--- config.mk ---
export PLATFORM = sky130hd
export DESIGN_NAME = mesh_port_arbiter
export DESIGN_NICKNAME = d
export VERILOG_FILES = /design/src/rtl/mesh_arb_pkg.sv /design/src/rtl/rr_pick.sv /design/src/rtl/mesh_port_arbiter.sv
export SDC_FILE = /design/constraint.sdc
export NUM_CORES = 1
export LEC_CHECK = 0
export ABC_CLOCK_PERIOD_IN_PS = 800
export CORE_MARGIN = 10
export CORE_UTILIZATION = 17
export DETAILED_ROUTE_END_ITERATION = 6
export MAX_ROUTING_LAYER = met4
export PLACE_DENSITY = 0.77
export REMOVE_ABC_BUFFERS = 1
export SYNTH_ARGS = -nofsm -noshare
export SYNTH_HDL_FRONTEND = slang
export SYNTH_SLANG_ARGS = --single-unit
--- constraint.sdc ---
create_clock -name clk -period 0.8 [get_ports clk]
set_input_delay 0.12 -clock clk [delete_from_list [all_inputs] [get_ports clk]]
set_output_delay 0.12 -clock clk [all_outputs]
set_load 0.01 [all_outputs]
--- src/rtl/mesh_arb_pkg.sv ---
// rtl/mesh_arb_pkg.sv - shared types, field offsets and route decode for the mesh port arbiter
//
// Contents:
//   dir_e          output direction served by a port (N, S, E, W, local)
//   STARVE_LIM     wait-count threshold used by the optional starvation override
//   *_msb/_bit     packet field positions as functions of the packet width
//   route_dir      dimension-ordered route decode for one head packet
package mesh_arb_pkg;

  typedef enum logic [2:0] {
    DIR_N     = 3'd0,
    DIR_S     = 3'd1,
    DIR_E     = 3'd2,
    DIR_W     = 3'd3,
    DIR_LOCAL = 3'd4
  } dir_e;

  localparam int STARVE_LIM = 16;
  localparam int WAIT_CNT_W = 8;

  function automatic int nxt_jump_msb(input int pckg_sz);
    return pckg_sz - 1;
  endfunction

  function automatic int dst_row_msb(input int pckg_sz);
    return pckg_sz - 9;
  endfunction

  function automatic int dst_col_msb(input int pckg_sz);
    return pckg_sz - 13;
  endfunction

  function automatic int mode_bit(input int pckg_sz);
    return pckg_sz - 17;
  endfunction

  // mode=1 resolves the row first, mode=0 the column first; a packet already
  // at its destination goes to the local port.
  function automatic dir_e route_dir(input logic [3:0] dst_row,
                                     input logic [3:0] dst_col,
                                     input logic       mode,
                                     input logic [3:0] id_row,
                                     input logic [3:0] id_col);
    dir_e row_dir;
    dir_e col_dir;
    row_dir = DIR_LOCAL;
    col_dir = DIR_LOCAL;
    if (dst_row < id_row)      row_dir = DIR_N;
    else if (dst_row > id_row) row_dir = DIR_S;
    if (dst_col < id_col)      col_dir = DIR_W;
    else if (dst_col > id_col) col_dir = DIR_E;
    if (mode) return (row_dir != DIR_LOCAL) ? row_dir : col_dir;
    else      return (col_dir != DIR_LOCAL) ? col_dir : row_dir;
  endfunction

endpackage

--- src/rtl/rr_pick.sv ---
// rtl/rr_pick.sv - combinational round-robin priority selector
//
// Ports:
//   req         in   NUM_IN  request vector
//   last_grant  in   IDX_W   index granted most recently; search starts one above it
//   winner      out  IDX_W   first requester found, wrapping modulo NUM_IN
//   any         out  1       at least one request is present
module rr_pick #(
  parameter int NUM_IN = 4,
  parameter int IDX_W  = $clog2(NUM_IN)
) (
  input  logic [NUM_IN-1:0] req,
  input  logic [IDX_W-1:0]  last_grant,
  output logic [IDX_W-1:0]  winner,
  output logic              any
);

  logic [IDX_W-1:0] pos;

  always_comb begin
    winner = '0;
    any    = 1'b0;
    pos    = '0;
    for (int k = 1; k <= NUM_IN; k++) begin
      pos = IDX_W'((int'(last_grant) + k) % NUM_IN);
      if (!any && req[pos]) begin
        any    = 1'b1;
        winner = pos;
      end
    end
  end

endmodule

--- src/rtl/mesh_port_arbiter.sv ---
// rtl/mesh_port_arbiter.sv - round-robin output-port arbiter for one mesh router direction
//
// Ports:
//   clk          in   1               rising-edge clock
//   reset        in   1               asynchronous active-low reset
//   pndng_in     in   NUM_IN          input FIFO i has a head packet
//   data_in      in   NUM_IN*PCKG_SZ  head packets, slice i = [i*PCKG_SZ +: PCKG_SZ]
//   pop_out      out  NUM_IN          one-cycle pop to the granted input FIFO
//   data_out     out  PCKG_SZ         registered packet, nxt_jump rewritten to this router
//   pndng_out    out  1               data_out holds a valid packet
//   pop_in       in   1               downstream consumes data_out
//   grant_id     out  clog2(NUM_IN)   index of the most recent grant
//   starve_flag  out  1               (MESH_PORT_ARB_STARVE_EN only) some input waited STARVE_LIM cycles
//
// Build option: define MESH_PORT_ARB_STARVE_EN to add per-input wait counters
// that override round-robin for inputs that have waited too long.
module mesh_port_arbiter
  import mesh_arb_pkg::*;
#(
  parameter int PCKG_SZ   = 40,
  parameter int NUM_IN    = 4,
  parameter int ID_ROW    = 0,
  parameter int ID_COLUMN = 0,
  parameter int PORT_DIR  = 0
) (
  input  logic                        clk,
  input  logic                        reset,
  input  logic [NUM_IN-1:0]           pndng_in,
  input  logic [NUM_IN*PCKG_SZ-1:0]   data_in,
  output logic [NUM_IN-1:0]           pop_out,
  output logic [PCKG_SZ-1:0]          data_out,
  output logic                        pndng_out,
  input  logic                        pop_in,
  output logic [$clog2(NUM_IN)-1:0]   grant_id
`ifdef MESH_PORT_ARB_STARVE_EN
  ,
  output logic                        starve_flag
`endif
);

  localparam int IDX_W    = $clog2(NUM_IN);
  localparam int ROW_MSB  = dst_row_msb(PCKG_SZ);
  localparam int COL_MSB  = dst_col_msb(PCKG_SZ);
  localparam int MODE_BIT = mode_bit(PCKG_SZ);
  localparam int JMP_MSB  = nxt_jump_msb(PCKG_SZ);

  localparam logic [3:0] ROW_ID = ID_ROW[3:0];
  localparam logic [3:0] COL_ID = ID_COLUMN[3:0];
  localparam dir_e       MY_DIR = dir_e'(PORT_DIR[2:0]);

  // The nxt_jump rewrite is done with a mask so every packet bit stays in use.
  localparam logic [PCKG_SZ-1:0] JMP_MASK = {8'hFF, {(PCKG_SZ-8){1'b0}}};
  localparam logic [PCKG_SZ-1:0] JMP_VAL  = {ROW_ID, COL_ID, {(PCKG_SZ-8){1'b0}}};

  typedef enum logic {ST_IDLE, ST_VALID} state_e;

  state_e             state, state_nxt;
  logic [PCKG_SZ-1:0] pkt [NUM_IN];
  dir_e               dir [NUM_IN];
  logic [NUM_IN-1:0]  req;
  logic [IDX_W-1:0]   last_grant;
  logic [IDX_W-1:0]   rr_win;
  logic               rr_any;
  logic [IDX_W-1:0]   win;
  logic               grant;

  for (genvar gi = 0; gi < NUM_IN; gi++) begin : g_in
    assign pkt[gi] = data_in[gi*PCKG_SZ +: PCKG_SZ];
    assign dir[gi] = route_dir(pkt[gi][ROW_MSB -: 4], pkt[gi][COL_MSB -: 4],
                               pkt[gi][MODE_BIT], ROW_ID, COL_ID);
    assign req[gi] = pndng_in[gi] && (dir[gi] == MY_DIR);
  end

  rr_pick #(.NUM_IN(NUM_IN), .IDX_W(IDX_W)) u_rr_pick (
    .req        (req),
    .last_grant (last_grant),
    .winner     (rr_win),
    .any        (rr_any)
  );

`ifdef MESH_PORT_ARB_STARVE_EN
  logic [WAIT_CNT_W-1:0] wait_cnt [NUM_IN];
  logic [NUM_IN-1:0]     over_lim;

  for (genvar gi = 0; gi < NUM_IN; gi++) begin : g_starve
    assign over_lim[gi] = wait_cnt[gi] >= WAIT_CNT_W'(STARVE_LIM);
  end

  assign starve_flag = |over_lim;

  // Descending scan so the lowest-index starved requester is the final pick.
  always_comb begin
    win = rr_win;
    for (int i = NUM_IN - 1; i >= 0; i--) begin
      if (over_lim[i] && req[i]) win = IDX_W'(i);
    end
  end

  // A counter with no pending request is cleared, so starve_flag only
  // reflects inputs that are actually still waiting.
  always_ff @(posedge clk or negedge reset) begin
    if (!reset) begin
      for (int i = 0; i < NUM_IN; i++) wait_cnt[i] <= '0;
    end else begin
      for (int i = 0; i < NUM_IN; i++) begin
        if (grant && (win == IDX_W'(i)))  wait_cnt[i] <= '0;
        else if (req[i])                  wait_cnt[i] <= (&wait_cnt[i]) ? wait_cnt[i] : wait_cnt[i] + 1'b1;
        else                              wait_cnt[i] <= '0;
      end
    end
  end
`else
  assign win = rr_win;
`endif

  // A grant happens whenever the output register is free this cycle: empty,
  // or being drained by pop_in, which gives zero-bubble back-to-back transfer.
  always_comb begin
    state_nxt = state;
    grant     = 1'b0;
    case (state)
      ST_IDLE: begin
        if (rr_any) begin
          grant     = 1'b1;
          state_nxt = ST_VALID;
        end
      end
      ST_VALID: begin
        if (pop_in) begin
          if (rr_any) grant     = 1'b1;
          else        state_nxt = ST_IDLE;
        end
      end
      default: state_nxt = ST_IDLE;
    endcase
  end

  always_comb begin
    pop_out = '0;
    if (grant) pop_out[win] = 1'b1;
  end

  assign pndng_out = (state == ST_VALID);

  always_ff @(posedge clk or negedge reset) begin
    if (!reset) begin
      state      <= ST_IDLE;
      data_out   <= '0;
      grant_id   <= '0;
      last_grant <= IDX_W'(NUM_IN - 1);
    end else begin
      state <= state_nxt;
      if (grant) begin
        data_out   <= (pkt[win] & ~JMP_MASK) | JMP_VAL;
        grant_id   <= win;
        last_grant <= win;
      end
    end
  end

endmodule
==> flow_metrics.py, run 1 <==
metrics = {
    "worst_setup_path": {
        "cpPeakStageDelay_ns": 0.38,
        "critPathKind": "reg2out",
        "path_cells": "buf_2",
        "path_max_fanout": 2,
        "cp-end-kind": "primary output",
        "slowest_stage": "dfrtp_1",
        "cp-start-kind": "flop",
        "crit_family": "flip-flops",
        "worstPathRequired_ns": 0.68,
        "path_buf_inv": 1,
        "crit_arrival_ns": 0.80,
    },
    "status": {
        "status": "complete, but fails checks",
        "violations": "setup timing",
    },
    "clock_network": {
        "cts_sinks": 35,
        "h-tree-depth": 2,
        "clk_latency_ns": 0.27,
        "path_clk_slew_ns": 0.07,
        "tritoncts": "done",
        "numCtsBuffers": 5,
        "clockBufferDepth": 2,
        "clock-root-buffer": "clkbuf_8",
        "cts_hold_buf": 0,
    },
    "detailed_routing": {
        "ant_nets": 0,
        "wire_per_inst_um": 11.0,
        "dr.first_iter.drc_count": 13,
        "dr.pass1.iters": 2,
        "routed_wl_mm": 2.16,
        "vias_per_cell": 2.97,
        "vias": 583,
        "drc": 0,
    },
    "layout": {
        "drive_above_1_share_pct": 58.0,
        "syn2layout_area_growth_pct": 48.1,
        "final_common_cell": "dfrtp_1",
        "seq_area_um2": 876,
        "final_cells": 196,
        "fin_nets": 285,
        "fillers": 661,
        "diodes": 0,
        "final_cell_mix": "dfrtp_1 (35), buf_4 (22), buf_2 (19), buf_6 (19), conb_1 (12)",
        "multi_input_area_um2": 58.8,
    },
    "sta": {
        "rsz0062_at_grt": "yes",
        "post-route-period-util_pct": 115,
        "setup_viol": 37,
        "fin_skew_ns": 0,
        "finalSetupTns_ns": -3.70,
        "hold_violations": 0,
        "max_freq_ghz": 1.09,
        "fin_ws_ns": -0.118,
        "min_period_ns": 0.918,
        "drv_slew": 0,
    },
    "global_route": {
        "grt_busiest_layer": "met2",
        "gr-usage-met3_pct": 3.57,
        "grt_max_degree": 36,
        "grt_pass1_wl_mm": 3.38,
        "antenna_found_initial": 0,
        "met2_usage_pct": 5.60,
        "met1_usage_pct": 4.84,
        "grt_usage_pct": 4.37,
        "grt_pass1_vias": 670,
        "overflow": 0,
    },
    "synth": {
        "yosysWarnings": 0,
        "avgSynthCellArea_um2": 13.4,
        "yosysSeqAreaShare_pct": 78.8,
        "ys_seq_elements": 35,
        "yosysUniqueCellTypes": 5,
        "syn-cell-area_um2": 1110,
        "synthCells": 83,
    },
    "pwr": {
        "p_sw_share_pct": 19.4,
        "power.density_nw_per_um2": 1940,
        "p_switching_w": 0.000619,
        "p_clk_share_pct": 42.0,
        "p_int_w": 0.00257,
        "pwr-share-comb_pct": 2.6,
        "p_leak_nw": 0.943,
        "vdd_drop_max_uv": 663,
        "p_seq_share_pct": 55.5,
    },
    "die": {
        "design.core.area_um2": 6350,
        "pin_count": 214,
        "start_util_pct": 17.5,
        "dieArea_um2": 10200,
        "die_h_um": 101,
        "die_w_um": 101,
        "std_cell_rows": 29,
    },
    "flow_run": {
        "max_cap_violations": 0,
    },
    "placement": {
        "dp_cells": 171,
        "io_buffers": 37,
        "dp_hpwl_mm": 1.55,
        "place_congestion": 0.668,
    },
    "min_path": {
        "hold_path_class": "in2async",
    },
}
## state kept, by name, summed over array words and instances (netlist names)
| register | cells |
|---|---|
| data_out | 32 |
| pndng_out | 1 |
| grant_id | 2 |
## power by group through the flow
stage	sequential (W)	combinational, W	clock, W
final	0.00177	0.0000821	0.00134
after global routing	0.00177	0.0000950	0.00152
after CTS	0.00177	0.0000829	0.00143
after detailed placement	0.00180	0.0000826	0
after global placement	0.00180	0.0000812	0
after floorplan	0.00180	0.0000244	0
## cell usage after synthesis
cell	instances	area (µm²)
dfrtp_1	35	876
buf_4	12	90.1
conb_1	1	3.75
nor2b_4	1	13.8
clkbuf_1	34	128
## path summary, 6_finish.rpt
kind | from | endpoint | slack (ns) | cells past startpoint
min | reset | data_out[29] | 0.21 | 2
min reg2reg | data_out[25] | data_out[25] | 0.37 | 0
max in group asynchronous | reset | data_out[22] | 0.41 | 2
min in group clk | data_out[25] | data_out[25] | 0.37 | 0
max | data_out[21] | data_out[21] | -0.12 | 1
max reg2reg | data_out[18] | data_out[18] | -0.01 | 3
## logic make-up (layout without fill, tap and decap cells)
group                  after synthesis  count (layout)  synth area share, %
and+or+nand+nor                      1               1                 1.24
buffers and inverters               46              71                 19.6
other                                1              12                0.338
DFF                                 35              35                 78.8
## stage by stage
step                      setup WS (ns)  cell area (µm²)  utilization [%]  hold WS (ns)  power, W
after floorplan                   0.168              935                -        -0.176   0.00183
after global placement           -0.216             1480             23.3         0.364   0.00188
after detailed placement         -0.216             1480             23.3         0.364   0.00189
after CTS                        -0.145             1530             24.1         0.205   0.00328
after global routing             -0.171             1650             25.9         0.219   0.00339
final                            -0.118             1650             25.9         0.212   0.00319
## routing by layer
metal | up-vias | part of all wire, %
met4 | 0 | 0.65
met2 | 40 | 43
met3 | 2 | 16
met1 | 276 | 41
li1 | 265 | -
met5 | - | 0
## final cells by class
type                    count  area share (%)
repair buffers             63            31.3
flip-flops and latches     35            53.2
well taps                  77            5.86
multi-input cells          13            3.57
clock buffers               8            6.08
## what timing repair did
item                                    in CTS  in global routing
endpoints found under the setup margin      35                 35
buffers inserted                            13                  4
gates resized for setup                    144                 15
cloned                                       0                  0
Note: power is estimated with default switching activity, not from simulation.
==> run 2: changes to the inputs <==
--- a/config.mk
+++ b/config.mk
@@ -12,6 +12,7 @@
 export MAX_ROUTING_LAYER = met4
 export PLACE_DENSITY = 0.77
 export REMOVE_ABC_BUFFERS = 1
+export SKIP_CTS_REPAIR_TIMING = 1
 export SYNTH_ARGS = -nofsm -noshare
 export SYNTH_HDL_FRONTEND = slang
 export SYNTH_SLANG_ARGS = --single-unit
==> run 2 against run 1 <==
Net effect: the run still ends with setup timing left; combinational power decreased by 0.6%; final cell count fell by 6.1%; global-route usage decreased by 0.16 points; die area did not move; core utilization decreased by 2.3 points; maximum frequency rose by 0.41%; clock power is essentially flat; worst setup slack gained 0.0037 ns; register-to-register slack better by 0.06 ns; largest power group unchanged.
==> flow_metrics.py, run 2 (same netlist as run 1, synthesis figures left out) <==
metrics = {
    "worst_setup_path": {
        "critPathKind": "reg2out",
        "r2r-start": "data_out[11]",
        "path_buf_inv": 1,
        "path_cells": "buf_6",
        "r2r_end": "data_out[11]",
        "reg2reg_depth": 2,
        "cp-end-kind": "primary output",
        "slowest_stage": "dfrtp_1",
        "path_max_fanout": 2,
        "cpPeakStageDelay_ns": 0.39,
        "crit_family": "flip-flops",
        "crit_arrival_ns": 0.79,
        "rrSetupSlack_ns": 0.05,
        "worstPathRequired_ns": 0.68,
        "cp-start-kind": "flop",
    },
    "layout": {
        "drive_above_1_share_pct": 53.3,
        "final_cell_mix": "dfrtp_1 (35), clkbuf_2 (26), buf_4 (13)",
        "fin_nets": 273,
        "syn2layout_area_growth_pct": 35.0,
        "final_cells": 184,
        "diodes": 0,
        "fillers": 673,
        "final_common_cell": "dfrtp_1",
        "largest-register": "data_out",
        "largest_reg_flops": 32,
    },
    "min_path": {
        "hold_path_class": "in2async",
    },
    "die": {
        "die_w_um": 101,
        "design.core.area_um2": 6350,
        "start_util_pct": 17.5,
        "dieArea_um2": 10200,
        "std_cell_rows": 29,
        "pin_count": 214,
        "die_h_um": 101,
    },
    "detailed_routing": {
        "wire_per_inst_um": 11.1,
        "dr.pass1.iters": 2,
        "drc": 0,
        "ant_nets": 0,
        "routed_wl_mm": 2.05,
        "vias": 524,
        "dr.first_iter.drc_count": 12,
        "vias_per_cell": 2.85,
    },
    "global_route": {
        "grt_usage_pct": 4.21,
        "antenna_found_initial": 0,
        "overflow": 0,
        "grt_pass1_vias": 629,
        "grt_max_degree": 36,
        "grt_pass1_wl_mm": 3.22,
    },
    "sta": {
        "min_period_ns": 0.915,
        "fin_ws_ns": -0.115,
        "fin_skew_ns": 0,
        "finalSetupTns_ns": -3.49,
        "setup_viol": 35,
        "max_freq_ghz": 1.09,
        "rsz0062_at_grt": "yes",
        "drv_slew": 0,
        "post-route-period-util_pct": 114,
        "hold_violations": 0,
        "holdWs_ns": 0.211,
    },
    "pwr": {
        "power.density_nw_per_um2": 2130,
        "p_leak_nw": 0.846,
        "vdd_drop_max_uv": 663,
    },
    "clock_network": {
        "numCtsBuffers": 5,
        "clockBufferDepth": 2,
        "tritoncts": "done",
        "cts_sinks": 35,
        "clock-root-buffer": "clkbuf_8",
        "path_clk_slew_ns": 0.07,
        "h-tree-depth": 2,
        "clk_latency_ns": 0.27,
    },
    "status": {
        "status": "complete, but fails checks",
        "violations": "setup timing",
    },
    "placement": {
        "io_buffers": 37,
        "dp_hpwl_mm": 1.55,
        "dp_cells": 171,
        "place_congestion": 0.668,
    },
    "flow_run": {
        "max_cap_violations": 0,
    },
}
==> run 2: worst max path at each step <==
stage / end / slack, ns / start / depth (start not counted)
6_report: pndng_out / -0.11 / pndng_out / 1
3_3_place_gp: pndng_out / -0.22 / pndng_out / 1
3_5_place_dp: pndng_out / -0.22 / pndng_out / 1
2_1_floorplan: pndng_out / 0.17 / pndng_out / 1
5_1_grt: data_out[24] / -0.17 / data_out[24] / 1
4_1_cts: pndng_out / -0.53 / pndng_out / 1
==> run 2: metrics by stage <==
step	utilization (%)	instance area, µm²	total power [W]	setup slack (ns)
after CTS	24.9	1580	0.00328	-0.530
after global routing	23.6	1500	0.00339	-0.169
after detailed placement	23.3	1480	0.00189	-0.216
after floorplan	-	935	0.00183	0.168
after global placement	23.3	1480	0.00188	-0.216
final	23.6	1500	0.00319	-0.115
==> run 2: layout make-up <==
type | instances | area [µm²] | area share, %
multi-input cells | 13 | 58.8 | 3.92
well taps | 77 | 96.3 | 6.42
repair buffers | 51 | 369 | 24.6
flip-flops and latches | 35 | 876 | 58.4
clock buffers | 8 | 100 | 6.67
==> run 2: where the power goes <==
group	total [W]	switching, W	internal (W)	leakage, nW
Combinational	0.0000816	0.0000629	0.0000187	0.306
Clock	0.00134	0.000557	0.000785	0.0515
Sequential	0.00177	0	0.00177	0.489
==> run 2: metal layers <==
metal,vias up,track usage (%),part of all wire [%]
met3,2,4.12,18
li1,242,-,-
met2,40,5.11,41
met4,0,1.63,0.68
met5,-,-,0
met1,240,4.48,40
==> run 3: changes to the inputs <==
--- a/config.mk
+++ b/config.mk
@@ -6,11 +6,13 @@
 export NUM_CORES = 1
 export LEC_CHECK = 0
 export ABC_CLOCK_PERIOD_IN_PS = 800
+export CELL_PAD_IN_SITES_DETAIL_PLACEMENT = 1
+export CELL_PAD_IN_SITES_GLOBAL_PLACEMENT = 1
 export CORE_MARGIN = 10
-export CORE_UTILIZATION = 17
+export CORE_UTILIZATION = 10
 export DETAILED_ROUTE_END_ITERATION = 6
 export MAX_ROUTING_LAYER = met4
-export PLACE_DENSITY = 0.77
+export PLACE_DENSITY = 0.75
 export REMOVE_ABC_BUFFERS = 1
 export SKIP_CTS_REPAIR_TIMING = 1
 export SYNTH_ARGS = -nofsm -noshare
==> run 3 against run 2 <==
Net effect: the flow still finishes with violations (setup timing); core utilization down 8.2 points; worst hold slack better by 0.0025 ns; sequential power about the same; die area up 55%; clock power up 19%; register-to-register slack about the same; critical path type unchanged; critical endpoint is now data_out[8]; largest cell class unchanged.
==> flow_metrics.py, run 3 (same netlist as run 1, synthesis figures left out) <==
metrics = {
    "sta": {
        "post-route-period-util_pct": 117,
        "rsz0062_at_grt": "yes",
        "setup_viol": 35,
        "drv_slew": 0,
        "fin_ws_ns": -0.139,
        "min_period_ns": 0.939,
        "fin_skew_ns": 0,
        "holdWs_ns": 0.213,
        "finalSetupTns_ns": -4.00,
        "hold_violations": 0,
        "max_freq_ghz": 1.06,
    },
    "worst_setup_path": {
        "crit_family": "flip-flops",
        "path_buf_inv": 1,
        "crit_arrival_ns": 0.82,
        "rrSetupSlack_ns": 0.05,
        "critPathKind": "reg2out",
        "cp-start-kind": "flop",
        "path_cells": "buf_6",
        "path_max_fanout": 2,
        "reg2reg_depth": 2,
        "r2r_end": "data_out[8]",
        "cp-end-kind": "primary output",
        "worstPathRequired_ns": 0.68,
        "cpPeakStageDelay_ns": 0.40,
        "r2r-start": "data_out[8]",
        "slowest_stage": "dfrtp_1",
    },
    "detailed_routing": {
        "routed_wl_mm": 2.57,
        "drc": 0,
        "wire_per_inst_um": 9.91,
        "vias_per_cell": 2.19,
        "ant_nets": 0,
        "vias": 568,
        "dr.first_iter.drc_count": 30,
        "dr.pass1.iters": 2,
    },
    "global_route": {
        "overflow": 0,
        "antenna_found_initial": 0,
        "grt_pass1_vias": 703,
        "grt_usage_pct": 3.41,
        "grt_busiest_layer": "met2",
        "gr-usage-met3_pct": 1.56,
        "met1_usage_pct": 4.02,
        "grt_pass1_wl_mm": 3.97,
        "met2_usage_pct": 4.26,
        "grt_max_degree": 29,
    },
    "clock_network": {
        "path_clk_slew_ns": 0.08,
        "clock-root-buffer": "clkbuf_8",
        "h-tree-depth": 2,
        "numCtsBuffers": 5,
        "clk_latency_ns": 0.28,
        "tritoncts": "done",
        "cts_sinks": 35,
        "clockBufferDepth": 2,
    },
    "status": {
        "status": "complete, but fails checks",
        "violations": "setup timing",
    },
    "pwr": {
        "vdd_drop_max_uv": 589,
        "p_leak_nw": 0.916,
        "power.density_nw_per_um2": 2060,
    },
    "layout": {
        "drive_above_1_share_pct": 58.8,
        "largest-register": "data_out",
        "largest_reg_flops": 32,
        "stdcell_area_um2": 1670,
        "final_cell_mix": "dfrtp_1 (35), clkbuf_2 (27), buf_4 (24)",
        "fin_nets": 285,
        "syn2layout_area_growth_pct": 50.6,
        "multi_input_area_um2": 58.8,
        "fillers": 1261,
        "diodes": 0,
        "final_common_cell": "dfrtp_1",
        "final_cells": 259,
        "seq_area_um2": 876,
    },
    "placement": {
        "io_buffers": 37,
        "dp_cells": 240,
        "dp_hpwl_mm": 1.91,
        "dpl_cell_area_um2": 1600,
        "place_congestion": 0.696,
    },
    "flow_run": {
        "max_cap_violations": 0,
    },
    "die": {
        "die_h_um": 125,
        "std_cell_rows": 38,
        "dieArea_um2": 15700,
        "start_util_pct": 10.2,
        "pin_count": 214,
        "design.core.area_um2": 10800,
        "die_w_um": 125,
    },
    "min_path": {
        "hold_path_class": "in2async",
    },
}
==> run 3: metal layers <==
layer	wire length, µm	vias to the layer above
met2	1030	44
met4	68	0
li1	-	263
met5	0	-
met3	221	2
met1	1250	259
==> run 3: cell type report <==
class	count	share of cell area, %
Sequential cell	35	52.4
Timing Repair Buffer	63	26.9
Tap cell	140	10.5
Clock buffer	5	4.11
Multi-Input combinational cell	13	3.52
Clock inverter	3	2.62
==> run 3: stage by stage <==
step                power, W  utilization (%)  setup WS, ns
CTS                  0.00354             15.8        -0.562
finish               0.00345             15.4        -0.139
global route         0.00365             15.4        -0.187
floorplan            0.00183                -         0.168
global placement     0.00188             14.8        -0.199
detailed placement   0.00189             14.8        -0.231
==> run 3: worst max path at each step <==
stage	from	end	slack, ns	cells after the start
floorplan	pndng_out	pndng_out	0.17	1
global placement	grant_id[1]	grant_id[1]	-0.20	1
detailed placement	data_out[11]	data_out[11]	-0.23	1
CTS	data_out[11]	data_out[11]	-0.56	1
global route	data_out[20]	data_out[20]	-0.19	1
finish	data_out[8]	data_out[8]	-0.14	1
==> run 3: power breakdown <==
group	internal, W	total (W)	switching, W
Sequential	0.00177	0.00177	0
Combinational	0.0000192	0.0000867	0.0000675
Clock	0.000928	0.00159	0.000665
Total	0.00272	0.00345	0.000732
